### config.mk
export PLATFORM = sky130hd
export DESIGN_NAME = fmc_tx_datapath
export DESIGN_NICKNAME = d
export VERILOG_FILES = /design/src/rtl/fmc_tx_datapath.sv
export SDC_FILE = /design/constraint.sdc
export NUM_CORES = 1
export LEC_CHECK = 0
export CELL_PAD_IN_SITES_DETAIL_PLACEMENT = 1
export CELL_PAD_IN_SITES_GLOBAL_PLACEMENT = 1
export CORE_AREA = 2 2 233 235
export CTS_CLUSTER_DIAMETER = 200
export CTS_CLUSTER_SIZE = 20
export DETAILED_ROUTE_END_ITERATION = 12
export DIE_AREA = 0 0 235 237
export GPL_TIMING_DRIVEN = 0
export PLACE_DENSITY = 0.79
export SYNTH_ARGS = -nofsm -noshare
export SYNTH_HDL_FRONTEND = slang
export SYNTH_SLANG_ARGS = --single-unit
### constraint.sdc
create_clock -name clk -period 5.6 [get_ports clk]
set_input_delay 0.56 -clock clk [delete_from_list [all_inputs] [get_ports clk]]
set_output_delay 0.56 -clock clk [all_outputs]
set_load 0.02 [all_outputs]
### src/rtl/fmc_tx_datapath.sv
// DAC transmit datapath: per-channel pattern/ramp/zero muxing with a 1-cycle
// registered output, a synchronised external trigger with arm/holdoff FSM, and sticky over-range flags.
module fmc_tx_datapath #(
  parameter int NCH         = 4,
  parameter int DW          = 64,
  parameter int F           = 1,
  parameter int SYNC_STAGES = 2,
  parameter int HOLDOFF_W   = 16
) (
  input  logic                 clk,
  input  logic                 rst,
  input  logic [NCH*DW-1:0]    dac_data_in,
  input  logic [NCH-1:0]       dac_valid_in,
  input  logic [2*NCH-1:0]     mode,
  output logic [NCH*DW-1:0]    dac_data_out,
  output logic [NCH-1:0]       dac_valid_out,
  input  logic                 ext_trig,
  input  logic                 trig_arm,
  input  logic [HOLDOFF_W-1:0] trig_holdoff,
  output logic                 trig_out,
  output logic [31:0]          trig_count,
  input  logic [2*NCH-1:0]     over_range,
  input  logic                 ovr_clear,
  output logic [2*NCH-1:0]     ovr_sticky
);

  // Octet k of the short test pattern is byte (k mod F) of this word.
  localparam logic [63:0]          PATTERN   = 64'h8097_A6B5_C4D3_E2F1;
  localparam logic [15:0]          RAMP_STEP = 16'(DW / 16);
  localparam logic [HOLDOFF_W-1:0] HOLD_ONE  = HOLDOFF_W'(1);

  typedef enum logic [1:0] {
    S_IDLE    = 2'd0,
    S_ARMED   = 2'd1,
    S_HOLDOFF = 2'd2
  } state_t;

  logic [15:0]          ramp_q [NCH];
  logic [NCH*DW-1:0]    data_d;
  logic [NCH-1:0]       valid_d;
  logic [SYNC_STAGES-1:0] trig_sync;
  logic                 trig_prev;
  logic                 trig_edge;
  logic [2*NCH-1:0]     ovr_sync [SYNC_STAGES];
  logic [HOLDOFF_W-1:0] hold_cnt;
  state_t               state_q;
  state_t               state_d;
  logic                 fire;

  always_comb begin
    data_d  = '0;
    valid_d = '0;
    for (int c = 0; c < NCH; c++) begin
      case (mode[2*c +: 2])
        2'd0: begin
          data_d[c*DW +: DW] = dac_data_in[c*DW +: DW];
          valid_d[c]         = dac_valid_in[c];
        end
        2'd1: begin
          for (int k = 0; k < DW/8; k++)
            data_d[c*DW + 8*k +: 8] = PATTERN[8*(k%F) +: 8];
          valid_d[c] = 1'b1;
        end
        2'd2: begin
          for (int j = 0; j < DW/16; j++)
            data_d[c*DW + 16*j +: 16] = ramp_q[c] + 16'(j);
          valid_d[c] = 1'b1;
        end
        default: valid_d[c] = 1'b1;
      endcase
    end
  end

  always_ff @(posedge clk) begin
    if (rst) begin
      dac_data_out  <= '0;
      dac_valid_out <= '0;
    end else begin
      dac_data_out  <= data_d;
      dac_valid_out <= valid_d;
    end
  end

  // Ramp restarts from 0 whenever the channel leaves mode 2.
  always_ff @(posedge clk) begin
    for (int c = 0; c < NCH; c++) begin
      if (rst || mode[2*c +: 2] != 2'd2) ramp_q[c] <= '0;
      else                               ramp_q[c] <= ramp_q[c] + RAMP_STEP;
    end
  end

  always_ff @(posedge clk) begin
    if (rst) begin
      trig_sync <= '0;
      trig_prev <= 1'b0;
    end else begin
      trig_sync <= {trig_sync[SYNC_STAGES-2:0], ext_trig};
      trig_prev <= trig_sync[SYNC_STAGES-1];
    end
  end

  assign trig_edge = trig_sync[SYNC_STAGES-1] & ~trig_prev;

  always_comb begin
    state_d = state_q;
    fire    = 1'b0;
    case (state_q)
      S_IDLE: if (trig_arm) state_d = S_ARMED;
      S_ARMED: begin
        // Disarm wins over a coincident edge.
        if (!trig_arm) state_d = S_IDLE;
        else if (trig_edge) begin
          fire    = 1'b1;
          state_d = S_HOLDOFF;
        end
      end
      S_HOLDOFF: if (hold_cnt == '0) state_d = trig_arm ? S_ARMED : S_IDLE;
      default: state_d = S_IDLE;
    endcase
  end

  always_ff @(posedge clk) begin
    if (rst) begin
      state_q    <= S_IDLE;
      hold_cnt   <= '0;
      trig_out   <= 1'b0;
      trig_count <= '0;
    end else begin
      state_q  <= state_d;
      trig_out <= fire;
      if (fire) begin
        trig_count <= trig_count + 32'd1;
        hold_cnt   <= trig_holdoff;
      end else if (state_q == S_HOLDOFF && hold_cnt != '0) begin
        hold_cnt <= hold_cnt - HOLD_ONE;
      end
    end
  end

  // A synchronised set outranks a simultaneous clear.
  always_ff @(posedge clk) begin
    if (rst) begin
      for (int s = 0; s < SYNC_STAGES; s++) ovr_sync[s] <= '0;
      ovr_sticky <= '0;
    end else begin
      ovr_sync[0] <= over_range;
      for (int s = 1; s < SYNC_STAGES; s++) ovr_sync[s] <= ovr_sync[s-1];
      ovr_sticky <= (ovr_clear ? '0 : ovr_sticky) | ovr_sync[SYNC_STAGES-1];
    end
  end

endmodule
* After elaboration in Yosys (flattened, before gate mapping)
Memory sizes are Yosys's and may differ from the RTL's.
Index checks and enable logic that the tools add are counted.
** Operators by class
- Add/subtract/negate cells :: 18
- Multipliers :: 0
- Divide/modulo/power cells :: 0
- Magnitude comparators :: 0
- Eq/ne operators :: 17
- Shifts and indexed selects :: 0
- Mux-type cells :: 41
- Bitwise gates (word level) :: 9
- Reduce and logical (&&, ||, !) cells :: 14
** Operators by type and width (number)
- 64-bit case mux with 3 select lines :: 4
- 16-bit by 2-bit adder with 16-bit output (second input constant) :: 8
- 16-bit two-way mux :: 6
- 16-bit by 1-bit adder with 16-bit output (second input constant) :: 4
- 16-bit by 3-bit adder with 16-bit output (second input constant) :: 4
- 32-bit by 1-bit adder with 32-bit output (second input constant) :: 1
- 8-bit two-way mux :: 3
- 1-bit two-way mux :: 23
- 16-bit zero test :: 1
- 16-bit nonzero test :: 1
- 16-bit by 1-bit subtractor with 16-bit output (second input constant) :: 1
- 2-bit != test (second input constant) :: 6
- 2-bit by 1-bit equality test with 1-bit output (second input constant) :: 5
- 2-bit equality test (second input constant) :: 5
- 2-bit zero test :: 5
- 2-bit two-way mux :: 4
- 8-bit bitwise OR :: 1
- 1-bit bitwise OR :: 6
- 2-bit case mux with 3 select lines :: 1
- 1-bit logical OR :: 4
- 3-bit != test (second input constant) :: 1
- 3-bit AND reduction :: 1
- 2-bit nonzero test :: 1
- 1-bit bitwise AND :: 1
- 2 further kinds :: 2
** Storage, ports and cells
- Register bits after elaboration :: 322
- Latch bits :: 0
- Bits in writable memories :: 80
- Bits in read-only memories :: 0
- Bits of input ports :: 297
- Output and inout port bits :: 301
- Logic and storage cells :: 110
- Memories :: 2
** Memories
- ramp_q :: words 4, width 16, read ports 4, clocked after memory_dff 0, wr ports 4, line 38 : logic [15:0] ramp_q [NCH];
- ovr_sync :: words 2, width 8, read ports 2, clocked after memory_dff 0, wr ports 2, line 44 : logic [2*NCH-1:0] ovr_sync [SYNC_STAGES];

* Depth between registers and ports, before layout
Gate-level depths: netlist (run 1).
- Word-level depth :: 6
- Depth in mapped cells :: 7

* Least setup slack after synthesis (run 1)
Ideal clock, no wire load.
- Path kind :: input-to-reg
- Start :: input port trig_arm
- End :: register trig_count[25]
- Data arrival time :: 1.838 ns
- Required time :: 5.472 ns
- Path slack :: 3.634 ns
- Stages on the path :: 6
- Path through :: nand4b_1 -> nor4_1 -> clkbuf_1 -> nand4_1 -> xor2_1 -> nor2_1
** On the way
- Word-level cells in the longest chain between the ends :: 2
** Ends and longest elaborated chain
- start: declaration :: line 18 : input logic trig_arm,
- 1-bit two-way mux :: line 111 : if (!trig_arm) state_d = S_IDLE;
- 1-bit two-way mux :: line 107 : case (state_q)
- end signal: assignment :: line 132 : trig_count <= trig_count + 32'd1;
- end: declaration :: line 21 : output logic [31:0] trig_count,
Every way passes these cells.
A chain may end at the register's enable or synchronous reset.

* Final worst setup path (run 1)
- Start :: input port rst
- End :: register dac_data_out[241]
** RTL lines
- start: declaration :: line 11 : input logic rst,
- end signal: assignment :: line 79 : dac_data_out <= data_d;
- end: declaration :: line 15 : output logic [NCH*DW-1:0] dac_data_out,
No word-level cell between the ends.

==> results.sh, run 1 <==
export IMPL_die_area_sq_um=55700
export IMPL_r2r_start="state_q[0]"
export IMPL_internal_power_mw=4.019
export IMPL_fin_skew_ps=26.95
export IMPL_drive_gt1_frac=0.01714
export IMPL_synth_ff_latch_count=394
export IMPL_clkSlewWorstSetupHoldPaths_ps=90
export IMPL_drtPass1Iterations=5
export IMPL_synth_cells=1538
export IMPL_chipWidth_um=235
export IMPL_worst_r2r_path_depth=6
export IMPL_timing_slew_headroom=0.1799
export IMPL_max_cap_violation_count=0
export IMPL_count_of_distinct_cell_types_in_the_synthesized_netlist=45
export IMPL_path_class="input pin to flop"
export IMPL_netlist_area_sq_um=13730
export IMPL_avgSynthCellArea_sq_um=8.924
export IMPL_finalCriticalPeriod_ps=3703
export IMPL_end_kind="flop"
export IMPL_timing_setup_tns_ps=0
export IMPL_synth_xor_area_frac=0.05041
export IMPL_clockRootBuffer="sky130_fd_sc_hd__clkbuf_16"
export IMPL_final_hold_viol_count=0
export IMPL_timing_critical_path_fanout_max=11
export IMPL_p_per_area_nw_per_um2=255.9
export IMPL_cp_arrival_ps=4090
export IMPL_rsz0062_at_grt="false"
export IMPL_pwr_share_comb=0.148
export IMPL_synth_compound_area_share=0.1297
export IMPL_ir_drop_mv=0.1720
export IMPL_cts_buffers_inserted=23
export IMPL_tritoncts_num_sinks=394
export IMPL_postCtsSetupRepairBufs=0
export IMPL_filler_cell_count=6166
export IMPL_setup_crit_start_kind="input pin"
export IMPL_number_of_setup_violations_in_the_final_report=0
export IMPL_p_leak_nw=7.565
export IMPL_hold_path_class="flop to flop"
export IMPL_clkPwrFrac=0.312
export IMPL_design_final_nets=2479
export IMPL_async_flop_share=0
export IMPL_netlist_top_cell_by_area="sky130_fd_sc_hd__dfxtp_1"
export IMPL_synth_simple_area_share=0.1921
export IMPL_transition_time_at_the_pin_with_the_least_slew_margin_ps=1230
export IMPL_yosys_area_share_adder=0.02005
export IMPL_power_switching_mw=1.398
export IMPL_design_portCount=598
export IMPL_post_synth_mux_area_share=0.0008204
export IMPL_r2r_path_end="trig_count[27]"
export IMPL_groute_usage_overall=0.1985
export IMPL_synth_seq_area_share=0.5747
export IMPL_grt_first_pass_wirelength_um=86620
export IMPL_detail_route_iter0_violations=546
export IMPL_htree_levels=1
export IMPL_synth_net_count=1857
export IMPL_synth_top_family_by_area="simple AND/OR/NAND/NOR gates"
export IMPL_initial_core_util=0.2576
export IMPL_routed_via_count=13400
export IMPL_critPathLaunch="rst"
export IMPL_place_congestion=0.8974
export IMPL_hold_fix_buffer_count_after_cts=0
export IMPL_critical_path_endpoint="dac_data_out[241]"
export IMPL_postLayoutSetupSlackWorst_ps=1897
export IMPL_chipHeight_um=237
export IMPL_min_period_over_period=0.6612
export IMPL_globalRouteOverflowTotal=0
export IMPL_yosys_top_cells_area="sky130_fd_sc_hd__dfxtp_1 (57%), sky130_fd_sc_hd__a21oi_1 (11%), sky130_fd_sc_hd__nand2_1 (8.2%)"
export IMPL_clock_tree_from_tritoncts="built"
export IMPL_yosys_warnings=0
export IMPL_area_share_of_the_largest_cell_type_after_synthesis=0.5747
export IMPL_area_growth_syn_to_layout_pct=54.23
export IMPL_area_of_the_core_sq_um=53280
export IMPL_floorplan_rows=85
export IMPL_synth_main_ff_cell="sky130_fd_sc_hd__dfxtp_1"
export IMPL_grt_max_degree=21
export IMPL_hpwl_after_dpl_um=45660
export IMPL_outcome="completed"
export IMPL_swShare=0.2581
export IMPL_routedWlPerCell_um=20.32
export IMPL_first_global_vias=14040
export IMPL_seq_power_share=0.540
export IMPL_count_of_pins_over_their_slew_limit=0
export IMPL_reg2reg_setup_slack_ps=3130
export IMPL_place_port_buffers=597
export IMPL_post_route_drc_count=0
export IMPL_insertion_delay_ps=560
export IMPL_cts_repair_resized=0
export IMPL_sum_of_routed_wire_length_over_all_layers_um=58100
export IMPL_max_freq_ghz=0.2701
export IMPL_antenna_found_initial=5
export IMPL_viasPerCell=4.686
export IMPL_number_of_flops_mapped_to_enable_cells_by_yosys=0
export IMPL_dp_slack_ps=1105
export IMPL_cts_buffer_depth=3
export IMPL_required_time_worst_endpoint_ps=5990
export IMPL_ant_nets=0
[stage by stage]
stage / hold slack (ps) / power (mW) / util / instance area [sq um] / std cells
after floorplan: 413.0 / 3.277 / - / 13730 / 1538
after global placement: 417.2 / 3.770 / 0.3861 / 20570 / 2831
after detailed placement: 424.3 / 3.787 / 0.3861 / 20570 / 2831
after CTS: 445.4 / 5.475 / 0.3971 / 21160 / 2855
after global routing: 459.0 / 5.613 / 0.3972 / 21160 / 2858
final: 441.9 / 5.416 / 0.3973 / 21170 / 2860
[cell type report]
cell class,instances,area (sq um),area share
antenna,5,12.51,0.0005911
buffer,89,341.6,0.01614
clock buffer,23,575.6,0.02719
clock inverter,1,8.758,0.0004137
inverter,27,101.3,0.004787
multi-input combinational,1028,5395,0.2549
sequential,394,7888,0.3726
tap,696,870.8,0.04114
timing repair buffer,597,5976,0.2823
[critical path: stages]
cell and delay [ps]:
sky130_fd_sc_hd__clkdlybuf4s50_1 850, sky130_fd_sc_hd__clkbuf_1 710, sky130_fd_sc_hd__clkbuf_1 970, sky130_fd_sc_hd__clkbuf_1 830, sky130_fd_sc_hd__a21oi_1 140
[registers in the layout (all words and copies together) (netlist names), 2 cells and up]
signal / count
ramp_q: 56
hold_cnt: 16
trig_count: 32
ovr_sticky: 8
dac_data_out: 256
ovr_sync: 16
trig_sync: 2
dac_valid_out: 4
state_q: 2
[power by group through the flow]
stage	logic [mW]	registers [mW]	clock network [mW]
after floorplan	0.184	3.09	0
after global placement	0.785	2.99	0
after detailed placement	0.797	2.99	0
after CTS	0.803	2.92	1.75
after global routing	0.850	2.93	1.83
final	0.801	2.92	1.69
[Yosys cell counts, types with 4 or more instances]
master,n
sky130_fd_sc_hd__nor3_1,7
sky130_fd_sc_hd__nor2_1,124
sky130_fd_sc_hd__buf_1,12
sky130_fd_sc_hd__ha_1,22
sky130_fd_sc_hd__or2_2,5
sky130_fd_sc_hd__a21oi_1,306
sky130_fd_sc_hd__a211oi_1,8
sky130_fd_sc_hd__o21ai_0,11
sky130_fd_sc_hd__nor2b_1,28
sky130_fd_sc_hd__dfxtp_1,394
sky130_fd_sc_hd__or3_1,10
sky130_fd_sc_hd__nand2_1,299
sky130_fd_sc_hd__clkbuf_1,76
sky130_fd_sc_hd__and4_1,6
sky130_fd_sc_hd__xnor2_1,21
sky130_fd_sc_hd__nand3_1,31
sky130_fd_sc_hd__inv_1,27
sky130_fd_sc_hd__nand4_1,27
sky130_fd_sc_hd__nand2b_1,4
sky130_fd_sc_hd__xor2_1,58
sky130_fd_sc_hd__and3b_1,8
sky130_fd_sc_hd__and2_1,6
sky130_fd_sc_hd__and3_1,13
[metal layers]
metal  global-route usage  vias up  share of wire
met5                    0        -              0
met4              0.07077        0          0.030
met3              0.04127       99          0.062
met2               0.3367      460           0.48
met1               0.2489     6498           0.42
li1                     -     6344              -
[placed cells by master, fill, tap and decap left out, types with 7 or more instances in the layout]
cell	count
sky130_fd_sc_hd__o21ai_0	11
sky130_fd_sc_hd__clkbuf_1	76
sky130_fd_sc_hd__nand3_1	31
sky130_fd_sc_hd__clkdlybuf4s50_1	597
sky130_fd_sc_hd__xor2_1	58
sky130_fd_sc_hd__buf_1	12
sky130_fd_sc_hd__and3b_1	8
sky130_fd_sc_hd__or3_1	10
sky130_fd_sc_hd__nor3_1	7
sky130_fd_sc_hd__and3_1	13
sky130_fd_sc_hd__inv_1	27
sky130_fd_sc_hd__nand2_1	299
sky130_fd_sc_hd__nor2b_1	28
sky130_fd_sc_hd__nor2_1	124
sky130_fd_sc_hd__nand4_1	27
sky130_fd_sc_hd__dfxtp_1	394
sky130_fd_sc_hd__ha_1	22
sky130_fd_sc_hd__xnor2_1	21
sky130_fd_sc_hd__clkbuf_16	23
sky130_fd_sc_hd__a21oi_1	306
sky130_fd_sc_hd__a211oi_1	8
[worst min-delay path by stage]
stage / from / endpoint / slack [ps] / cells after the start
after floorplan: ovr_sync[0][8] / ovr_sticky[0] / 410 / 2
after global placement: ovr_sync[0][15] / ovr_sticky[7] / 420 / 2
after detailed placement: ovr_sync[0][0] / ovr_sync[0][8] / 420 / 1
after CTS: ovr_sync[0][0] / ovr_sync[0][8] / 450 / 1
after global routing: ovr_sync[0][0] / ovr_sync[0][8] / 460 / 1
final: ovr_sync[0][0] / ovr_sync[0][8] / 440 / 1
[logic make-up (layout without fill, tap and decap cells)]
family,count (synthesis),after routing
flops,394,394
buf+inv,116,737
simple gates,585,585
xor+xnor,79,79
other cells,0,5
compound gates,341,341
fa+ha+maj,22,22
mux,1,1
Power figures use the tool's default switching activity.
==> inputs of run 2 (changes only) <==
--- a/config.mk
+++ b/config.mk
@@ -7,13 +7,13 @@
 export LEC_CHECK = 0
 export CELL_PAD_IN_SITES_DETAIL_PLACEMENT = 1
 export CELL_PAD_IN_SITES_GLOBAL_PLACEMENT = 1
-export CORE_AREA = 2 2 233 235
+export CORE_AREA = 2 2 230 232
 export CTS_CLUSTER_DIAMETER = 200
 export CTS_CLUSTER_SIZE = 20
 export DETAILED_ROUTE_END_ITERATION = 12
-export DIE_AREA = 0 0 235 237
+export DIE_AREA = 0 0 232 234
 export GPL_TIMING_DRIVEN = 0
-export PLACE_DENSITY = 0.79
+export PLACE_DENSITY = 0.81
 export SYNTH_ARGS = -nofsm -noshare
 export SYNTH_HDL_FRONTEND = slang
 export SYNTH_SLANG_ARGS = --single-unit
==> constraint.sdc (replaced) <==
create_clock -name clk -period 3.7 [get_ports clk]
set_input_delay 0.37 -clock clk [delete_from_list [all_inputs] [get_ports clk]]
set_output_delay 0.37 -clock clk [all_outputs]
set_load 0.02 [all_outputs]
==> run 2 against run 1 <==
Compared with the run above:
- clock skew decreased by 3.4 ps
- critical path depth unchanged
- critical path type unchanged
- worst hold slack got worse by 82 ps
- count of clock-buffer cells in the layout is the same
- cell count fell by 0.42%
- flip-flop and latch count unchanged
- sequential share of layout area is essentially flat
- first-iteration DRC count rose by 19%
==> results.sh, run 2 (synthesized netlist as in run 1, its figures left out) <==
export IMPL_max_freq_ghz=0.3014
export IMPL_postLayoutSetupSlackWorst_ps=382.1
export IMPL_first_global_vias=13950
export IMPL_count_of_pins_over_their_slew_limit=0
export IMPL_insertion_delay_ps=560
export IMPL_initial_core_util=0.2638
export IMPL_outcome="completed"
export IMPL_path_common_cell="sky130_fd_sc_hd__clkbuf_1"
export IMPL_chipHeight_um=234
export IMPL_cp_arrival_ps=3710
export IMPL_groute_usage_overall=0.2055
export IMPL_area_of_the_core_sq_um=52020
export IMPL_worstPathBufferInverterCount=4
export IMPL_instances_no_fill=2848
export IMPL_fin_skew_ps=23.54
export IMPL_htree_levels=1
export IMPL_detail_route_iter0_violations=648
export IMPL_layout_commonest_cell="sky130_fd_sc_hd__clkdlybuf4s50_1"
export IMPL_setup_crit_start_kind="input pin"
export IMPL_area_growth_syn_to_layout_pct=54.08
export IMPL_critical_path_top_delay_family="buffers and inverters"
export IMPL_end_kind="flop"
export IMPL_drtPass1Iterations=5
export IMPL_clock_tree_from_tritoncts="built"
export IMPL_hold_path_class="input pin to flop"
export IMPL_dp_slack_ps=-391.7
export IMPL_ff_latch_area_sq_um=7888
export IMPL_cts_buffer_depth=3
export IMPL_routed_via_count=13370
export IMPL_crit_chain="clkdlybuf4s50_1 > clkbuf_1 > clkbuf_1 > clkbuf_1 > a21oi_1"
export IMPL_mostFrequentLayoutCells="sky130_fd_sc_hd__clkdlybuf4s50_1 (597), sky130_fd_sc_hd__dfxtp_1 (394), sky130_fd_sc_hd__a21oi_1 (306)"
export IMPL_finalCoreUtilization=0.4065
export IMPL_filler_cell_count=6032
export IMPL_cts_buffers_inserted=23
export IMPL_p_leak_nw=7.565
export IMPL_timing_slew_headroom=0.1268
export IMPL_seq_power_share=0.540
export IMPL_drive_gt1_frac=0.01714
export IMPL_swShare=0.2576
export IMPL_place_congestion=0.9241
export IMPL_post_route_drc_count=0
export IMPL_design_final_nets=2479
export IMPL_crit_path_top_delay_cell="sky130_fd_sc_hd__clkbuf_1"
export IMPL_clkSlewWorstSetupHoldPaths_ps=90
export IMPL_routedWlPerCell_um=20.61
export IMPL_cts_repair_resized=0
export IMPL_hpwl_after_dpl_um=46260
export IMPL_critPathLaunch="rst"
export IMPL_r2r_start="state_q[0]"
export IMPL_power_switching_mw=2.110
export IMPL_required_time_worst_endpoint_ps=4090
export IMPL_place_detailed_instances=2823
export IMPL_design_portCount=598
export IMPL_largest_reg_flops=256
export IMPL_tritoncts_num_sinks=394
export IMPL_globalRouteOverflowTotal=0
export IMPL_number_of_setup_violations_in_the_final_report=0
export IMPL_viasPerCell=4.695
export IMPL_p_per_area_nw_per_um2=387.3
export IMPL_transition_time_at_the_pin_with_the_least_slew_margin_ps=1310
export IMPL_clockRootBuffer="sky130_fd_sc_hd__clkbuf_16"
export IMPL_antenna_found_initial=2
export IMPL_die_area_sq_um=54290
export IMPL_reg2reg_setup_slack_ps=1030
export IMPL_rsz0062_at_grt="false"
export IMPL_min_period_over_period=0.8967
export IMPL_path_class="input pin to flop"
export IMPL_grt_max_degree=21
export IMPL_clkPwrFrac=0.312
export IMPL_chipWidth_um=232
export IMPL_min_delay_start="dac_valid_in[0]"
export IMPL_ant_nets=0
export IMPL_hold_fix_buffer_count_after_cts=0
export IMPL_internal_power_mw=6.081
export IMPL_largestRegisters="dac_data_out (256), ramp_q (56), trig_count (32)"
export IMPL_fin_total_pwr_mw=8.191
export IMPL_floorplan_rows=84
export IMPL_multi_input_comb_area_sq_um=5395
export IMPL_final_hold_viol_count=0
export IMPL_place_port_buffers=597
export IMPL_grt_first_pass_wirelength_um=85420
export IMPL_largest_register="dac_data_out"
export IMPL_sum_of_routed_wire_length_over_all_layers_um=58690
export IMPL_critical_path_max_stage_delay_ps=1020
export IMPL_pwr_share_comb=0.148
export IMPL_ir_drop_mv=0.2510
export IMPL_finalCriticalPeriod_ps=3318
export IMPL_max_cap_violation_count=0
export IMPL_holdWs_ps=359.8
export IMPL_postCtsSetupRepairBufs=0
export IMPL_timing_critical_path_fanout_max=10
==> run 2: metal layers <==
metal,vias to the layer above,GRT usage,wire [um]
li1,6337,-,-
met1,6502,0.2533,24370
met2,431,0.3654,29400
met3,102,0.03040,3065
met4,0,0.06971,1850
met5,-,0,0
==> run 2: power by group through the flow <==
| stage | registers, mW | logic [mW] | clock network (mW) |
|---|---|---|---|
| after floorplan | 4.68 | 0.279 | 0 |
| after detailed placement | 4.53 | 1.21 | 0 |
| final | 4.43 | 1.21 | 2.55 |
| after global placement | 4.52 | 1.19 | 0 |
| after global routing | 4.44 | 1.29 | 2.78 |
| after CTS | 4.43 | 1.21 | 2.65 |
==> run 2: metrics by stage <==
step | setup TNS [ps] | cell area [sq um]
global placement | -4239 | 20560
CTS | 0 | 21150
detailed placement | -5164 | 20560
finish | 0 | 21150
global route | 0 | 21150
floorplan | 0 | 13730
==> run 2: final timing paths <==
kind,end,depth (start not counted)
hold reg to reg,ovr_sticky[7],2
setup / recovery,dac_data_out[225],5
setup reg to reg,trig_count[25],6
hold / removal,dac_valid_out[0],3
==> run 2: worst reg2reg max path, cell delays in order (launching register included) <==
cell and delay [ps]:
sky130_fd_sc_hd__dfxtp_1 380, sky130_fd_sc_hd__nand4b_1 260, sky130_fd_sc_hd__nor4_1 930, sky130_fd_sc_hd__clkbuf_1 470
sky130_fd_sc_hd__nand4_1 220, sky130_fd_sc_hd__xor2_1 240, sky130_fd_sc_hd__nor2_1 60
==> run 2: cell type report <==
| class | count | share of cell area |
|---|---|---|
| plain buffers | 89 | 0.01615 |
| diodes | 1 | 0.0001183 |
| well taps | 688 | 0.04070 |
| flip-flops and latches | 394 | 0.3730 |
| clock inverters | 1 | 0.0004141 |
| multi-input cells | 1028 | 0.2551 |
| inverters | 27 | 0.004792 |
| clock buffers | 23 | 0.02721 |
| repair buffers | 597 | 0.2826 |
